--- config.mk ---
export PLATFORM = sky130hd
export DESIGN_NAME = mem_wb_stage_flat
export DESIGN_NICKNAME = d
export VERILOG_FILES = /design/src/rtl/mem_wb_stage_if.sv /design/src/rtl/mem_wb_stage.sv /design/src/flat_wrapper.sv
export SDC_FILE = /design/constraint.sdc
export NUM_CORES = 1
export LEC_CHECK = 0
export BUFFER_PORTS_ARGS = -buffer_cell sky130_fd_sc_hd__buf_2
export CAP_MARGIN = 20
export CORE_AREA = 3 3 182 184
export CTS_CLUSTER_SIZE = 25
export DETAILED_ROUTE_END_ITERATION = 12
export DIE_AREA = 0 0 185 187
export PLACE_DENSITY = 0.45
export SYNTH_ARGS = -nofsm -noshare
export SYNTH_HDL_FRONTEND = slang
export SYNTH_SLANG_ARGS = --single-unit
--- constraint.sdc ---
create_clock -name clk -period 1.5 [get_ports clk]
set_clock_uncertainty 0.2 [all_clocks]
set_input_delay 0.15 -clock clk [delete_from_list [all_inputs] [get_ports clk]]
set_output_delay 0.15 -clock clk [all_outputs]
set_load 0.02 [all_outputs]
--- src/rtl/mem_wb_stage_if.sv ---
// MEM/WB boundary bundle: memory-stage result and handshake in, register-file write,
// forwarding and retire information out.
interface mem_wb_stage_if #(
  parameter int unsigned addr_width = 64,
  parameter int unsigned data_width = 64
);
  logic                  memory_done;
  logic [data_width-1:0] loaded_data;
  logic [data_width-1:0] alu_data;
  logic                  read_memory_access;
  logic                  reg_write;
  logic [4:0]            dest_reg;
  logic [addr_width-1:0] pc;
  logic                  wb_hold;

  logic                  mem_wb_pipeline_valid;
  logic                  rf_we;
  logic [4:0]            rf_waddr;
  logic [data_width-1:0] rf_wdata;
  logic                  fwd_valid;
  logic [4:0]            fwd_reg;
  logic [data_width-1:0] fwd_data;
  logic                  retire_pulse;
  logic [addr_width-1:0] retire_pc;
  logic [63:0]           instret;

  // Memory stage and register-file side.
  modport master (
    output memory_done, loaded_data, alu_data, read_memory_access, reg_write, dest_reg, pc,
           wb_hold,
    input  mem_wb_pipeline_valid, rf_we, rf_waddr, rf_wdata, fwd_valid, fwd_reg, fwd_data,
           retire_pulse, retire_pc, instret
  );

  // Writeback stage side.
  modport slave (
    input  memory_done, loaded_data, alu_data, read_memory_access, reg_write, dest_reg, pc,
           wb_hold,
    output mem_wb_pipeline_valid, rf_we, rf_waddr, rf_wdata, fwd_valid, fwd_reg, fwd_data,
           retire_pulse, retire_pc, instret
  );
endinterface

--- src/rtl/mem_wb_stage.sv ---
// Writeback stage: captures a memory-stage result, commits it once to the register file and
// forwards it while held. Define WB_RETIRE_COUNT_EN to build the 64-bit instret counter.
module mem_wb_stage #(
  parameter int unsigned addr_width = 64,
  parameter int unsigned data_width = 64
) (
  input logic           clk,
  input logic           reset,
  mem_wb_stage_if.slave bus
);

  typedef enum logic [1:0] {StIdle, StWrite, StWaitDrop} state_e;

  state_e                state_q;
  logic                  valid_q;
  logic                  we_q;
  logic [4:0]            reg_q;
  logic [data_width-1:0] data_q;
  logic [addr_width-1:0] pc_q;
  logic                  commit;

  assign commit = (state_q == StWrite) && !bus.wb_hold;

  always_ff @(posedge clk or negedge reset) begin
    if (!reset) begin
      state_q <= StIdle;
      valid_q <= 1'b0;
      we_q    <= 1'b0;
      reg_q   <= '0;
      data_q  <= '0;
      pc_q    <= '0;
    end else begin
      unique case (state_q)
        StIdle: begin
          if (bus.memory_done) begin
            state_q <= StWrite;
            valid_q <= 1'b1;
            data_q  <= bus.read_memory_access ? bus.loaded_data : bus.alu_data;
            reg_q   <= bus.dest_reg;
            we_q    <= bus.reg_write && (bus.dest_reg != 5'd0);
            pc_q    <= bus.pc;
          end
        end
        StWrite: begin
          if (!bus.wb_hold) state_q <= StWaitDrop;
        end
        StWaitDrop: begin
          // A still-high done belongs to the result already committed.
          if (!bus.memory_done) begin
            state_q <= StIdle;
            valid_q <= 1'b0;
          end
        end
        default: begin
          state_q <= StIdle;
          valid_q <= 1'b0;
        end
      endcase
    end
  end

  assign bus.mem_wb_pipeline_valid = valid_q;
  assign bus.rf_we                 = commit && we_q;
  assign bus.rf_waddr              = reg_q;
  assign bus.rf_wdata              = data_q;
  assign bus.retire_pulse          = commit;
  assign bus.retire_pc             = pc_q;
  assign bus.fwd_valid             = valid_q && we_q;
  assign bus.fwd_reg               = reg_q;
  assign bus.fwd_data              = data_q;

`ifdef WB_RETIRE_COUNT_EN
  logic [63:0] instret_q;

  always_ff @(posedge clk or negedge reset) begin
    if (!reset) begin
      instret_q <= '0;
    end else if (commit) begin
      instret_q <= instret_q + 64'd1;
    end
  end

  assign bus.instret = instret_q;
`else
  assign bus.instret = '0;
`endif

endmodule

--- src/flat_wrapper.sv ---
// flat-port wrapper written by rule: the top's interface ports become plain ports
module mem_wb_stage_flat 
#(
  parameter int unsigned addr_width = 64,
  parameter int unsigned data_width = 64
)
  (clk, reset, bus_memory_done, bus_loaded_data, bus_alu_data, bus_read_memory_access, bus_reg_write, bus_dest_reg, bus_pc, bus_wb_hold, bus_mem_wb_pipeline_valid, bus_rf_we, bus_rf_waddr, bus_rf_wdata, bus_fwd_valid, bus_fwd_reg, bus_fwd_data, bus_retire_pulse, bus_retire_pc, bus_instret);
  mem_wb_stage_if #(.addr_width(addr_width), .data_width(data_width)) bus_i ();
  input logic clk;
  input logic reset;
  input wire logic [$bits(bus_i.memory_done)-1:0] bus_memory_done;
  input wire logic [$bits(bus_i.loaded_data)-1:0] bus_loaded_data;
  input wire logic [$bits(bus_i.alu_data)-1:0] bus_alu_data;
  input wire logic [$bits(bus_i.read_memory_access)-1:0] bus_read_memory_access;
  input wire logic [$bits(bus_i.reg_write)-1:0] bus_reg_write;
  input wire logic [$bits(bus_i.dest_reg)-1:0] bus_dest_reg;
  input wire logic [$bits(bus_i.pc)-1:0] bus_pc;
  input wire logic [$bits(bus_i.wb_hold)-1:0] bus_wb_hold;
  output wire logic [$bits(bus_i.mem_wb_pipeline_valid)-1:0] bus_mem_wb_pipeline_valid;
  output wire logic [$bits(bus_i.rf_we)-1:0] bus_rf_we;
  output wire logic [$bits(bus_i.rf_waddr)-1:0] bus_rf_waddr;
  output wire logic [$bits(bus_i.rf_wdata)-1:0] bus_rf_wdata;
  output wire logic [$bits(bus_i.fwd_valid)-1:0] bus_fwd_valid;
  output wire logic [$bits(bus_i.fwd_reg)-1:0] bus_fwd_reg;
  output wire logic [$bits(bus_i.fwd_data)-1:0] bus_fwd_data;
  output wire logic [$bits(bus_i.retire_pulse)-1:0] bus_retire_pulse;
  output wire logic [$bits(bus_i.retire_pc)-1:0] bus_retire_pc;
  output wire logic [$bits(bus_i.instret)-1:0] bus_instret;
  assign bus_i.memory_done = bus_memory_done;
  assign bus_i.loaded_data = bus_loaded_data;
  assign bus_i.alu_data = bus_alu_data;
  assign bus_i.read_memory_access = bus_read_memory_access;
  assign bus_i.reg_write = bus_reg_write;
  assign bus_i.dest_reg = bus_dest_reg;
  assign bus_i.pc = bus_pc;
  assign bus_i.wb_hold = bus_wb_hold;
  assign bus_mem_wb_pipeline_valid = bus_i.mem_wb_pipeline_valid;
  assign bus_rf_we = bus_i.rf_we;
  assign bus_rf_waddr = bus_i.rf_waddr;
  assign bus_rf_wdata = bus_i.rf_wdata;
  assign bus_fwd_valid = bus_i.fwd_valid;
  assign bus_fwd_reg = bus_i.fwd_reg;
  assign bus_fwd_data = bus_i.fwd_data;
  assign bus_retire_pulse = bus_i.retire_pulse;
  assign bus_retire_pc = bus_i.retire_pc;
  assign bus_instret = bus_i.instret;
  mem_wb_stage #(.addr_width(addr_width), .data_width(data_width)) u_core (.clk(clk), .reset(reset), .bus(bus_i));
endmodule
-- After elaboration in Yosys (flattened, before gate mapping)
Index checks and enable logic that the tools add are counted.
- equality and inequality tests: 5
- multiplexer cells: 8
- bitwise logic cells: 1
- reductions and logical operators: 10
- operator list (cell ; number):
    $mux 64 ; 1
    $mux 2 ; 3
    $ne 2x2->1 const B ; 3
    $pmux 2 s3 ; 1
    $reduce_and 3->1 ; 2
    $reduce_bool 5->1 ; 1
    $logic_and 1x1->1 ; 4
    $pmux 1 s3 ; 1
    $eq 2x1->1 const B ; 1
    $eq 2x2->1 const B ; 1
    $logic_not 2->1 ; 1
    $mux 1 ; 2
    $reduce_and 2->1 ; 1
    $logic_not 1->1 ; 1
    $not 1->1 ; 1
- bits in registers: 137
- output and inout bits: 270

-- Depth between registers and ports, before layout
Gate-level depths: netlist (run 1).
- depth after elaboration: 3
- gate-level depth with buffers: 6
- mapped depth without buffers: 3

-- Worst setup path after synthesis (run 1)
Ideal clock, no wire load.
- kind: flip-flop to output port
- start: register u_core.state_q[1]
- end: output bus_rf_we
- arrival: 1.361 ns
- path slack: -0.211 ns
- cell stages (with the launch flop): 3
- cell sequence: dfrtp_1 -> nor3b_1 -> and2_1
- cells in the longest elaborated chain, start to end: 3
- ends and longest elaborated chain (what ; line ; source):
    start: declaration ; mem_wb_stage.sv:14 ; state_e state_q;
    start signal: assignment ; mem_wb_stage.sv:26 ; state_q <= StIdle;
    start signal: assignment ; mem_wb_stage.sv:36 ; state_q <= StWrite;
    start signal: assignment ; mem_wb_stage.sv:45 ; if (!bus.wb_hold) state_q <= StWaitDrop;
    $eq 2x1->1 ; mem_wb_stage.sv:22 ; assign commit = (state_q == StWrite) && !bus.wb_hold;
    $logic_and 1x1->1 ; mem_wb_stage.sv:22 ;
    named net bus_retire_pulse ; flat_wrapper.sv:26 ; output wire logic [$bits(bus_i.retire_pulse)-1:0] bus_retire_pulse;
    $logic_and 1x1->1 ; mem_wb_stage.sv:63 ; assign bus.rf_we = commit && we_q;
    end: declaration ; flat_wrapper.sv:20 ; output wire logic [$bits(bus_i.rf_we)-1:0] bus_rf_we;
The timed path passes the listed nets, and every way through them passes these cells.

-- Final worst setup path (run 1)
- start: register u_core.state_q[1]
- end: register u_core.pc_q[39], in the netlist u_core.bus.retire_pc[39]
- cells in the longest elaborated chain, start to end: 2
- ends and longest elaborated chain (what ; line ; source):
    $logic_not 2->1 ; mem_wb_stage.sv:33 ; unique case (state_q)
    $reduce_and 2->1 (no source line) ; - ;
    end signal: assignment ; mem_wb_stage.sv:41 ; pc_q <= bus.pc;
    end: declaration ; mem_wb_stage.sv:19 ; logic [addr_width-1:0] pc_q;
No other way between the ends.
A chain may end at the register's enable or synchronous reset.

==> impl_metrics.env, run 1 <==
export IMPL_fin_crit_ns=1.82
export IMPL_vias=6131
export IMPL_grt_pass1_vias=6356
export IMPL_syn_to_final_growth_pct=75.6
export IMPL_synth_cell_types=23
export IMPL_fin_cells=1585
export IMPL_cap_violations=0
export IMPL_row_count=65
export IMPL_grt_pass1_wl_mm=35.6
export IMPL_period_share_pct=121
export IMPL_yosys_area_share_xor_xnor_pct=0
export IMPL_syn_area_um2=7000
export IMPL_synth_commonest_cells="dfrtp_1, buf_4, mux2_2"
export IMPL_synth_top_family_by_area="multiplexers"
export IMPL_syn_inst=576
export IMPL_coreArea_um2=31600
export IMPL_rr_worst_depth=6
export IMPL_hold_class="input pin to asynchronous set/reset pin"
export IMPL_crit_path_start_kind="flop"
export IMPL_top_layer="met4"
export IMPL_synth_async_reset_ratio_pct=100
export IMPL_leakagePower_nw=6.05
export IMPL_finalMaxSlewViolations=0
export IMPL_grt_max_degree=44
export IMPL_rsz0062_at_grt="true"
export IMPL_yosysTopAreaCell="dfrtp_1"
export IMPL_critical_path_max_fanout=8
export IMPL_avgViaCountPerCell=3.87
export IMPL_regToRegSetupSlack_ns=-0.32
export IMPL_finalHoldViolations=0
export IMPL_synth_top_area_share_pct=49.0
export IMPL_finalPower_mw=24.5
export IMPL_cts_tree="yes"
export IMPL_synth_main_ff_cell="dfrtp_1"
export IMPL_drt_iter0_drc=125
export IMPL_cts_root_buf="clkbuf_16"
export IMPL_clk_transition_reported_paths_ns=0.07
export IMPL_clock_fmax_ghz=0.551
export IMPL_synth_edf_count=0
export IMPL_firstDrtPassIters=4
export IMPL_wl_met1_mm=9.22
export IMPL_io_pins=473
export IMPL_grt_usage_pct=13.2
export IMPL_wirelength_mm=24.1
export IMPL_wl_met2_mm=12.9
export IMPL_whs_ns=0.0198
export IMPL_insertion_delay_ns=0.42
export IMPL_die_w_um=185
export IMPL_htreeDepth=4
export IMPL_end_kind="flop"
export IMPL_die_y_um=187
export IMPL_antenna_found_initial=0
export IMPL_wl_met3_mm=1.55
export IMPL_hpwl_mm=16.5
export IMPL_route_antenna_remaining_nets=0
export IMPL_n_antenna_cell=0
export IMPL_fin_nets=1373
export IMPL_cts_max_path_buffers=2
export IMPL_clkSinkCount=137
export IMPL_synth_compound_area_share_pct=7.34
export IMPL_reg2reg_to="u_core.bus.retire_pc[39]"
export IMPL_postPlaceCellArea_um2=8930
export IMPL_ys_seq_elements=137
export IMPL_gp_congestion=0.754
export IMPL_avgRoutedWirePerCell_um=15.2
export IMPL_p_per_area_nw_per_um2=1990
export IMPL_syn_avg_cell_area_um2=12.2
export IMPL_drive_above_1_share_pct=52.7
export IMPL_portBuffers=408
export IMPL_synth_seq_area_share_pct=49.0
export IMPL_ys_top_cells_by_area="dfrtp_1, buf_4, mux2_2"
export IMPL_cts_buffers=17
export IMPL_yosysWarnings=0
export IMPL_worst_slack_ns=-0.315
export IMPL_yosys_cell_count_top_type="dfrtp_1"
export IMPL_vdd_drop_max_v=0.000955
export IMPL_synth_mux_area_share_pct=20.2
export IMPL_stdcell_area_um2=12300
export IMPL_tns_ns=-29.16
export IMPL_status="complete, but fails checks"
export IMPL_synth_adder_area_share_pct=0.143
export IMPL_overflow=0
export IMPL_synthSimpleGateAreaFrac_pct=4.22
export IMPL_critPathKind="flop to flop"
export IMPL_final_setup_viol_count=136
export IMPL_die_area_um2=34600
export IMPL_reg2reg_from="u_core.state_q[1]"
export IMPL_drc_errors=0
export IMPL_cp_required_ns=1.61
export IMPL_dp_cells=1320
export IMPL_preCtsSetupSlack_ns=-0.197
export IMPL_violations="setup timing"
export IMPL_fin_util_pct=39.0
export IMPL_critical_path_arrival_ns=1.93
export IMPL_start_util_pct=22.2
-- cell families after synthesis --
group / count (synthesis)
other: 1
buffers and inverters: 164
AOI/OAI and AO/OA: 68
DFF: 137
adders and majority gates: 1
and+or+nand+nor: 72
muxes: 133
-- area by class of cell --
class	count	area, um2
well taps	402	503
inverters	2	7.51
flip-flops and latches	137	3430
clock inverters	14	150
clock buffers	18	439
multi-input cells	338	2710
fillers	3036	19300
repair buffers	674	5060
-- power breakdown --
group / internal (mW) / total (mW) / switching (mW)
Sequential: 5.55 / 6.91 / 1.36
Combinational: 6.06 / 13.3 / 7.23
Clock: 2.41 / 4.31 / 1.91
-- cell usage in the layout, fill, tap and decap left out --
cell / netlist / layout
o21bai_1: 1 / 1
clkinv_2: 0 / 1
o211ai_1: 1 / 1
clkinv_4: 0 / 2
bufinv_16: 0 / 1
nor2_1: 65 / 64
and2b_1: 1 / 1
mux2i_1: 64 / 64
inv_8: 0 / 4
clkbuf_8: 1 / 1
or4_1: 1 / 1
buf_12: 6 / 19
mux2_2: 69 / 13
clkbuf_16: 0 / 20
buf_6: 12 / 14
nor2_2: 0 / 1
mux2_4: 0 / 56
and2_4: 0 / 1
a21oi_2: 45 / 45
and2_1: 2 / 1
buf_8: 0 / 8
buf_16: 0 / 5
buf_4: 136 / 21
nand2_1: 1 / 1
inv_6: 0 / 6
dfrtp_1: 137 / 137
buf_2: 7 / 403
maj3_2: 0 / 1
nor3b_4: 0 / 2
a21oi_1: 20 / 20
dlygate4sd3_1: 0 / 201
conb_1: 1 / 64
inv_1: 2 / 2
o21ai_1: 1 / 1
-- worst max path at each step --
stage,startpoint,end,depth (start not counted)
global route,u_core.state_q[1],u_core.bus.fwd_reg[0],6
finish,u_core.state_q[1],u_core.bus.retire_pc[39],6
detailed placement,u_core.state_q[0],u_core.bus.fwd_data[54],6
floorplan,u_core.state_q[1],u_core.bus.retire_pc[33],4
CTS,u_core.state_q[0],bus_rf_we,4
global placement,u_core.state_q[0],u_core.bus.fwd_data[38],6
-- critical path, stage by stage (launching register included) --
cell and delay (ns):
dfrtp_1 0.38, buf_4 0.14, nor3b_4 0.22, buf_6 0.23
buf_6 0.13, buf_8 0.12, mux2_4 0.29
-- layer usage --
metal,vias up,global-route usage (%)
met3,19,3.07
li1,2930,-
met2,279,24.7
met4,0,4.18
met5,-,0
met1,2903,14.7
-- repair_timing --
item | CTS | global route
hold buffers | 200 | 1
gates cloned | 7 | 3
setup buffers | 15 | 11
pin swaps | 4 | 1
hold endpoints to repair | 274 | 2
gates resized for setup | 68 | 26
setup endpoints to repair | 118 | 138
(Power assumes the default switching activity.)
==> run 2, diff against run 1 <==
--- a/config.mk
+++ b/config.mk
@@ -7,11 +7,12 @@
 export LEC_CHECK = 0
 export BUFFER_PORTS_ARGS = -buffer_cell sky130_fd_sc_hd__buf_2
 export CAP_MARGIN = 20
-export CORE_AREA = 3 3 182 184
+export CORE_AREA = 3 3 185 187
+export CTS_BUF_LIST = sky130_fd_sc_hd__clkbuf_4
 export CTS_CLUSTER_SIZE = 25
 export DETAILED_ROUTE_END_ITERATION = 12
-export DIE_AREA = 0 0 185 187
-export PLACE_DENSITY = 0.45
+export DIE_AREA = 0 0 188 190
+export PLACE_DENSITY = 0.44
 export SYNTH_ARGS = -nofsm -noshare
 export SYNTH_HDL_FRONTEND = slang
 export SYNTH_SLANG_ARGS = --single-unit
==> impl_metrics.env, run 2 (synthesis results as in run 1) <==
export IMPL_status="complete, but fails checks"
export IMPL_violations="setup timing"
export IMPL_die_area_um2=35700
export IMPL_drive_above_1_share_pct=55.9
export IMPL_rsz0062_at_grt="true"
export IMPL_die_w_um=188
export IMPL_vias=6425
export IMPL_hold_class="input pin to flop"
export IMPL_hpwl_mm=16.5
export IMPL_p_comb_share_pct=63.0
export IMPL_critical_path_max_fanout=5
export IMPL_avgViaCountPerCell=3.82
export IMPL_firstDrtPassIters=4
export IMPL_final_common_cell="buf_6"
export IMPL_grt_max_degree=36
export IMPL_portBuffers=408
export IMPL_critical_path_arrival_ns=2.23
export IMPL_gp_congestion=0.770
export IMPL_num_fill_cells=3023
export IMPL_die_y_um=190
export IMPL_period_share_pct=130
export IMPL_p_per_area_nw_per_um2=2030
export IMPL_grt_pass1_wl_mm=39.6
export IMPL_insertion_delay_ns=0.53
export IMPL_cts_tree="yes"
export IMPL_io_pins=473
export IMPL_hold_depth=3
export IMPL_crit_path_start_kind="flop"
export IMPL_whs_endpoint="u_core.bus.retire_pc[25]"
export IMPL_rr_worst_depth=9
export IMPL_cts_root_buf="clkbuf_4"
export IMPL_htreeDepth=4
export IMPL_route_antenna_remaining_nets=0
export IMPL_wirelength_mm=25.7
export IMPL_grt_pass1_vias=7064
export IMPL_syn_to_final_growth_pct=98.6
export IMPL_layout_common_cells="buf_6, dlygate4sd3_1, buf_2, dfrtp_1, nor2_1"
export IMPL_postPlaceCellArea_um2=8970
export IMPL_cap_violations=0
export IMPL_row_count=66
export IMPL_critPathKind="flop to flop"
export IMPL_stdcell_area_um2=13900
export IMPL_clkSinkCount=137
export IMPL_finalPower_mw=28.2
export IMPL_worstHoldStart="bus_pc[25]"
export IMPL_intPower_mw=16.8
export IMPL_avgRoutedWirePerCell_um=15.3
export IMPL_coreArea_um2=32600
export IMPL_clkPwrFrac_pct=10.4
export IMPL_fin_crit_ns=1.95
export IMPL_start_util_pct=21.5
export IMPL_tns_ns=-41.56
export IMPL_pwr_share_seq_pct=26.7
export IMPL_cts_max_path_buffers=2
export IMPL_finalMaxSlewViolations=0
export IMPL_antenna_found_initial=1
export IMPL_finalHoldViolations=0
export IMPL_end_kind="flop"
export IMPL_clock_fmax_ghz=0.512
export IMPL_fin_nets=1429
export IMPL_overflow=0
export IMPL_clk_transition_reported_paths_ns=0.19
export IMPL_grt_usage_pct=14.0
export IMPL_worst_slack_ns=-0.451
export IMPL_whs_ns=0.142
export IMPL_reg2reg_from="u_core.state_q[1]"
export IMPL_netSwitchingPower_mw=11.4
export IMPL_vdd_drop_max_v=0.00116
export IMPL_swShare_pct=40.3
export IMPL_cp_required_ns=1.78
export IMPL_reg2reg_to="u_core.bus.fwd_data[14]"
export IMPL_drt_iter0_drc=140
export IMPL_regToRegSetupSlack_ns=-0.45
export IMPL_cts_buffers=17
export IMPL_final_setup_viol_count=170
export IMPL_drc_errors=0
export IMPL_leakagePower_nw=6.70
[run 2: changes by cell type in the layout (fill, tap and decap cells not counted), sizes merged]
| cell | before | now |
|---|---|---|
| clkinvlp | 0 | 2 |
| dlygate4sd3 | 201 | 202 |
| bufinv | 1 | 2 |
| inv | 12 | 11 |
| clkbuf | 21 | 17 |
| buf | 470 | 527 |
| clkinv | 3 | 2 |
| bufbuf | 0 | 1 |
| diode | 0 | 1 |
[run 2: cell type report]
type	instances	area, um2	area share, %
inverters	2	7.51	0.0540
clock inverters	15	201	1.45
repair buffers	730	6860	49.3
diodes	1	2.50	0.0180
clock buffers	17	128	0.918
well taps	442	553	3.98
flip-flops and latches	137	3440	24.8
multi-input cells	338	2710	19.5
[run 2: power by group through the flow]
stage               Combinational, mW  Sequential [mW]  Clock [mW]
floorplan                        6.38             8.93           0
global placement                 10.9             6.91           0
detailed placement               11.0             6.91           0
CTS                              17.3             7.50        3.05
global route                     18.7             7.77        3.22
finish                           17.7             7.51        2.92
[run 2: metrics by stage]
step	cells	util [%]	setup slack, ns
4_1_cts	1660	42.1	-0.531
2_1_floorplan	639	-	-0.0667
6_report	1682	42.6	-0.451
3_3_place_gp	1364	27.5	-0.162
5_1_grt	1682	42.6	-0.599
3_5_place_dp	1364	27.5	-0.179
[run 2: how the worst max path moves through the flow]
| stage | endpoint | cells past startpoint | from |
|---|---|---|---|
| 6_report | u_core.bus.fwd_data[14] | 9 | u_core.state_q[1] |
| 5_1_grt | bus_rf_we | 4 | u_core.state_q[1] |
| 4_1_cts | bus_rf_we | 4 | u_core.state_q[1] |
| 3_5_place_dp | u_core.bus.fwd_data[42] | 6 | u_core.state_q[0] |
| 3_3_place_gp | u_core.bus.fwd_data[34] | 6 | u_core.state_q[0] |
| 2_1_floorplan | u_core.bus.retire_pc[33] | 4 | u_core.state_q[1] |
[run 2: metal layers]
layer | global-route usage, % | wire length (um)
met1 | 16.1 | 10000
met2 | 25.8 | 13700
met3 | 3.39 | 1480
met4 | 3.92 | 449
met5 | 0 | 0
[run 2: worst max-delay path, stage by stage, from the launching register on]
cell,delay [ns]
dfrtp_1,0.42
buf_4,0.14
nor3b_4,0.23
buf_6,0.16
buf_8,0.13
buf_12,0.10
bufbuf_16,0.25
buf_4,0.10
nor2_1,0.03
a21oi_1,0.12
[run 2: what timing repair did]
action	4_1_cts	5_1_grt
resized for setup	506	38
buffers inserted	46	30
hold buffers	202	0
endpoints found under the hold margin	274	0
setup endpoints to repair	324	340
gates cloned	16	0
pin swaps	2	2
